### src/rtl/dma_ctrl.sv
// dma_ctrl: sprite-style DMA engine that copies LEN bytes from a 256-byte
// source page to a single fixed destination address (OAM_ADDR).
// A CPU write of the page number to TRIG_ADDR starts a transfer. While a
// transfer runs, the CPU is stalled and the engine owns the memory bus.
//
// Ports
//   clk       rising-edge clock
//   reset_n   asynchronous reset, active low
//   cpu_addr  CPU bus address           (ignored while busy)
//   cpu_din   CPU write data            (ignored while busy)
//   cpu_we    CPU write enable          (ignored while busy)
//   cpu_dout  read data to the CPU, 8'h00 while busy or writing
//   cpu_rdy   1 = CPU owns memory, 0 = CPU stalled
//   mem_addr  shared memory address
//   mem_din   shared memory write data
//   mem_we    shared memory write enable
//   mem_dout  shared memory read data (combinational from mem_addr)
//   dma_busy  high in every non-IDLE state
//   dma_done  one-cycle pulse in the first IDLE cycle after the last write
module dma_ctrl #(
  parameter logic [15:0] TRIG_ADDR = 16'h4014,
  parameter logic [15:0] OAM_ADDR  = 16'h2004,
  parameter int          LEN       = 256
) (
  input  logic        clk,
  input  logic        reset_n,
  input  logic [15:0] cpu_addr,
  input  logic [7:0]  cpu_din,
  input  logic        cpu_we,
  output logic [7:0]  cpu_dout,
  output logic        cpu_rdy,
  output logic [15:0] mem_addr,
  output logic [7:0]  mem_din,
  output logic        mem_we,
  input  logic [7:0]  mem_dout,
  output logic        dma_busy,
  output logic        dma_done
);

  typedef enum logic [2:0] {
    IDLE   = 3'd0,
    ALIGN  = 3'd1,
    ALIGN2 = 3'd2,
    READ   = 3'd3,
    WRITE  = 3'd4
  } state_t;

  // idx is 8 bits, so LEN=256 terminates at 8'hFF.
  localparam logic [7:0] LAST_IDX = 8'(LEN - 1);

  state_t     state, state_next;
  logic [7:0] page;
  logic [7:0] idx;
  logic [7:0] latch;
  logic       parity;
  logic       odd_start;
  logic       done;
  logic       trig;
  logic       last;

  assign trig     = (state == IDLE) && cpu_we && (cpu_addr == TRIG_ADDR);
  assign last     = (idx == LAST_IDX);
  assign dma_busy = (state != IDLE);
  assign dma_done = done;

  always_ff @(posedge clk or negedge reset_n) begin
    if (!reset_n) begin
      state     <= IDLE;
      page      <= 8'h00;
      idx       <= 8'h00;
      latch     <= 8'h00;
      parity    <= 1'b0;
      odd_start <= 1'b0;
      done      <= 1'b0;
    end else begin
      state  <= state_next;
      parity <= ~parity;
      // Pulse lands in the IDLE cycle that follows the final write.
      done   <= (state == WRITE) && last;
      case (state)
        IDLE: begin
          if (trig) begin
            page      <= cpu_din;
            idx       <= 8'h00;
            // Parity seen at the trigger edge decides the extra align cycle.
            odd_start <= parity;
          end
        end
        READ:  latch <= mem_dout;
        WRITE: begin
          // Address stays {page,idx}; idx never carries into page.
          if (!last) idx <= idx + 8'd1;
        end
        default: ;
      endcase
    end
  end

  always_comb begin
    state_next = state;
    mem_addr   = 16'h0000;
    mem_din    = 8'h00;
    mem_we     = 1'b0;
    cpu_dout   = 8'h00;
    cpu_rdy    = 1'b0;
    case (state)
      IDLE: begin
        mem_addr = cpu_addr;
        mem_din  = cpu_din;
        // State is already IDLE during reset; gating keeps memory untouched.
        mem_we   = cpu_we & reset_n;
        cpu_dout = cpu_we ? 8'h00 : mem_dout;
        cpu_rdy  = 1'b1;
        if (trig) state_next = ALIGN;
      end
      ALIGN:  state_next = odd_start ? ALIGN2 : READ;
      ALIGN2: state_next = READ;
      READ: begin
        mem_addr   = {page, idx};
        state_next = WRITE;
      end
      WRITE: begin
        mem_addr   = OAM_ADDR;
        mem_din    = latch;
        mem_we     = 1'b1;
        state_next = last ? IDLE : READ;
      end
      default: state_next = IDLE;
    endcase
  end

endmodule
### config.mk
export PLATFORM = sky130hd
export DESIGN_NAME = dma_ctrl
export DESIGN_NICKNAME = d
export VERILOG_FILES = /design/src/rtl/dma_ctrl.sv
export SDC_FILE = /design/constraint.sdc
export NUM_CORES = 1
export LEC_CHECK = 0
export CORE_MARGIN = 2
export CORE_UTILIZATION = 42
export CTS_CLUSTER_DIAMETER = 30
export CTS_CLUSTER_SIZE = 40
export DETAILED_ROUTE_END_ITERATION = 8
export PLACE_DENSITY = 0.84
export SLEW_MARGIN = 20
export SYNTH_ARGS = -nofsm -noshare
export SYNTH_HDL_FRONTEND = slang
export SYNTH_SLANG_ARGS = --single-unit
### constraint.sdc
create_clock -name clk -period 2.1 [get_ports clk]
set_input_delay 0.42 -clock clk [delete_from_list [all_inputs] [get_ports clk]]
set_output_delay 0.42 -clock clk [all_outputs]
set_load 0.005 [all_outputs]
==> results.sh <==
export IMPL_track_usage_pct=28.2
export IMPL_gp_routability_congestion=0.850
export IMPL_fillerInstances=248
export IMPL_report_final_hold_viol_count=0
export IMPL_synthesis_yosys_warnings=0
export IMPL_unrepaired_setup_endpoints_after_global_routing="no"
export IMPL_clock_sinks=30
export IMPL_timing_final_crit_period_ns=2.04
export IMPL_timing_worst_slew_pin_value_ns=0.524
export IMPL_drtIter0Drc=106
export IMPL_worst_ir_drop_vdd_mv=0.818
export IMPL_setup_worst_path_end="page[0]"
export IMPL_grt_antenna_before_repair=0
export IMPL_run_status="finished, final reports clean"
export IMPL_highest_metal_used="met4"
export IMPL_maximum_clock_skew_at_final_layout_ns=0.00439
export IMPL_boundaryPins=71
export IMPL_report_final_slew_viol_count=0
export IMPL_utilization_pct=73.1
export IMPL_cts_tree="done"
export IMPL_ys_seq_area_share_pct=46.4
export IMPL_worstReg2RegEnd="page[0]"
export IMPL_slew_headroom_pct=64.7
export IMPL_max_clock_path_buffers=2
export IMPL_post_synth_inst_count=154
export IMPL_drt_first_pass_iters=4
export IMPL_syn_nets=190
export IMPL_critical_path_reg2reg_startpoint="state[2]"
export IMPL_ff2ff_path_depth=7
export IMPL_holdBufCountCts=0
export IMPL_drive_above_1_share_pct=35.8
export IMPL_hp_class="reg -> reg"
export IMPL_combinational_family_with_the_most_area_after_synthesis="compound AO/OA/AOI/OAI gates"
export IMPL_met2_length_um=2660
export IMPL_post_synthesis_xor_xnor_area_fraction_pct=2.17
export IMPL_rrSetupSlack_ns=0.24
export IMPL_grt_remaining_overflow=0
export IMPL_first_pass_grt_wire_length_um=8990
export IMPL_via_per_inst=5.58
export IMPL_met1Wirelength_um=2190
export IMPL_timing_final_crit_share_pct=97.3
export IMPL_die_w_um=66.1
export IMPL_final_nets=292
export IMPL_insertion_delay_ns=0.28
export IMPL_synth_compound_gate_area_share_pct=18.0
export IMPL_startpoint_type="input pin"
export IMPL_largest_net_degree_at_the_start_of_global_routing=31
export IMPL_synthesis_area_um2=1620
export IMPL_power_density_nw_per_um2=1350
export IMPL_muxShareOfSynthArea_pct=11.8
export IMPL_path_clk_slew_ns=0.06
export IMPL_layout_common_cells="35 x sky130_fd_sc_hd__clkdlybuf4s50_1, 27 x sky130_fd_sc_hd__dfrtp_1, 25 x sky130_fd_sc_hd__buf_4"
export IMPL_worst_path_required_ns=2.27
export IMPL_initial_core_util_pct=43.9
export IMPL_cp_arrival_ns=2.21
export IMPL_finalSetupViolCount=0
export IMPL_row_count=22
export IMPL_area_of_the_multi_input_gates_um2=852
export IMPL_synth_seq_cells=30
export IMPL_launching_element_of_the_worst_setup_path="cpu_addr[11]"
export IMPL_wirelength_um=5500
export IMPL_max_capacitance_violation_total=0
export IMPL_cellLeakagePower_nw=1.29
export IMPL_post_synth_fa_ha_maj_area_fraction_pct=0.773
export IMPL_full_die_area_um2=4360
export IMPL_first_global_vias=1735
export IMPL_totalPowerFinal_mw=3.64
export IMPL_die_height_um=66.1
export IMPL_coreArea_um2=3690
export IMPL_routed_vias=1703
export IMPL_crit_path_max_fanout=4
export IMPL_synth_avg_cell_area_um2=10.5
export IMPL_fmax_mhz=489
export IMPL_area_sequential_um2=754
export IMPL_cts_root_buf="sky130_fd_sc_hd__clkbuf_8"
export IMPL_numCtsBuffers=5
export IMPL_area_growth_synth_to_final_pct=66.6
export IMPL_mostFrequentLayoutCell="sky130_fd_sc_hd__clkdlybuf4s50_1"
export IMPL_path_class="in -> reg"
export IMPL_wl_met3_um=476
export IMPL_synth_simple_gate_area_share_pct=17.0
export IMPL_dp_hpwl_um=3600
export IMPL_cts_htree_levels=2
export IMPL_avgRoutedWirePerCell_um=18.0
export IMPL_cp_capture_type="flip-flop"
export IMPL_ys_types=31
export IMPL_numPortBuffers=70
export IMPL_postRouteAntennaNets=0
export IMPL_drc_errors=0
export IMPL_antenna_cells_inserted=0
## routing by layer
metal	vias to the layer above	global-route usage (%)
met5	-	0
met4	0	13.8
met3	18	9.88
met2	100	43.6
met1	813	34.9
li1	772	-
## kinds of logic (layout without fill, tap and decap cells)
logic type | count (synthesis) | after routing
simple gates | 50 | 50
compound gates | 39 | 39
flops | 30 | 30
mux | 17 | 17
buf+inv | 13 | 116
xor+xnor | 4 | 4
fa+ha+maj | 1 | 1
## worst max-delay path: stages
cell	delay, ns
sky130_fd_sc_hd__clkdlybuf4s50_1	0.44
sky130_fd_sc_hd__nor4_2	0.35
sky130_fd_sc_hd__buf_4	0.17
sky130_fd_sc_hd__nand2_1	0.09
sky130_fd_sc_hd__nor3_4	0.24
sky130_fd_sc_hd__buf_4	0.17
sky130_fd_sc_hd__mux2_2	0.33
## synth_stat cells
master                      number  share of area (%)
sky130_fd_sc_hd__dfrtp_1        30                 46
sky130_fd_sc_hd__a22o_1         21                 11
sky130_fd_sc_hd__nand2_1        16                3.7
sky130_fd_sc_hd__mux2_2         14                9.7
sky130_fd_sc_hd__and2_1          8                3.1
sky130_fd_sc_hd__nor2_1          7                1.6
sky130_fd_sc_hd__o21ai_0         6                1.9
sky130_fd_sc_hd__o22ai_1         5                1.9
sky130_fd_sc_hd__a21oi_1         4                1.2
sky130_fd_sc_hd__buf_2           4                1.2
sky130_fd_sc_hd__clkbuf_1        4               0.93
sky130_fd_sc_hd__inv_1           4               0.93
sky130_fd_sc_hd__mux2_1          3                2.1
sky130_fd_sc_hd__nand3_1         3               0.93
sky130_fd_sc_hd__nand4_1         3                1.2
sky130_fd_sc_hd__xnor2_1         3                1.6
sky130_fd_sc_hd__and3_1          2               0.77
sky130_fd_sc_hd__nor3_4          2                2.0
sky130_fd_sc_hd__nor3b_1         2               0.93
sky130_fd_sc_hd__nor4_1          2               0.77
sky130_fd_sc_hd__buf_6           1               0.70
sky130_fd_sc_hd__ha_1            1               0.77
sky130_fd_sc_hd__nand2_2         1               0.39
sky130_fd_sc_hd__nor2b_1         1               0.39
sky130_fd_sc_hd__nor3_1          1               0.31
sky130_fd_sc_hd__nor4b_1         1               0.54
sky130_fd_sc_hd__o2bb2ai_1       1               0.54
sky130_fd_sc_hd__o311ai_0        1               0.54
sky130_fd_sc_hd__o32ai_1         1               0.54
sky130_fd_sc_hd__or3_1           1               0.39
sky130_fd_sc_hd__xor2_1          1               0.54
## worst min path at each step
stage,from,endpoint,slack (ns),cells after the start
6_report,parity,parity,0.44,1
5_1_grt,parity,parity,0.45,1
4_1_cts,parity,parity,0.44,1
3_5_place_dp,parity,parity,0.43,1
3_3_place_gp,parity,parity,0.43,1
2_1_floorplan,reset_n,dma_done,0.12,0
## layout make-up
class | count | share of cell area, %
repair buffers | 104 | 34.1
multi-input cells | 111 | 31.6
flip-flops and latches | 30 | 28.0
clock buffers | 7 | 3.20
well taps | 48 | 2.23
inverters | 4 | 0.650
clock inverters | 1 | 0.186
## flip-flops by register name, summed over array words and instances (netlist names)
name / count
page: 8
odd_start: 1
idx: 8
parity: 1
state: 3
dma_done: 1
latch: 8
## report_power, final
part           switching [mW]  total (mW)  internal [mW]
Clock                   0.217       0.481          0.264
Combinational           0.973        2.24           1.27
Sequential              0.173       0.919          0.746
Total                    1.36        3.64           2.28
## stage by stage
step	cell area (um2)	instances	setup slack [ns]	TNS [ns]	hold WS (ns)
floorplan	1620	154	0.273	0	0.124
global placement	2480	283	-0.230	-3.99	0.430
detailed placement	2480	283	-0.242	-4.65	0.430
CTS	2700	306	-0.0167	-0.0167	0.439
global route	2700	305	0.00231	0	0.450
finish	2700	305	0.0569	0	0.442
## what timing repair did
action | 4_1_cts | 5_1_grt
buffers inserted | 13 | 0
endpoints found under the setup margin | 34 | 33
pin swaps | 3 | 4
resized for setup | 105 | 22
cloned | 2 | 0
(Power assumes the default switching activity.)
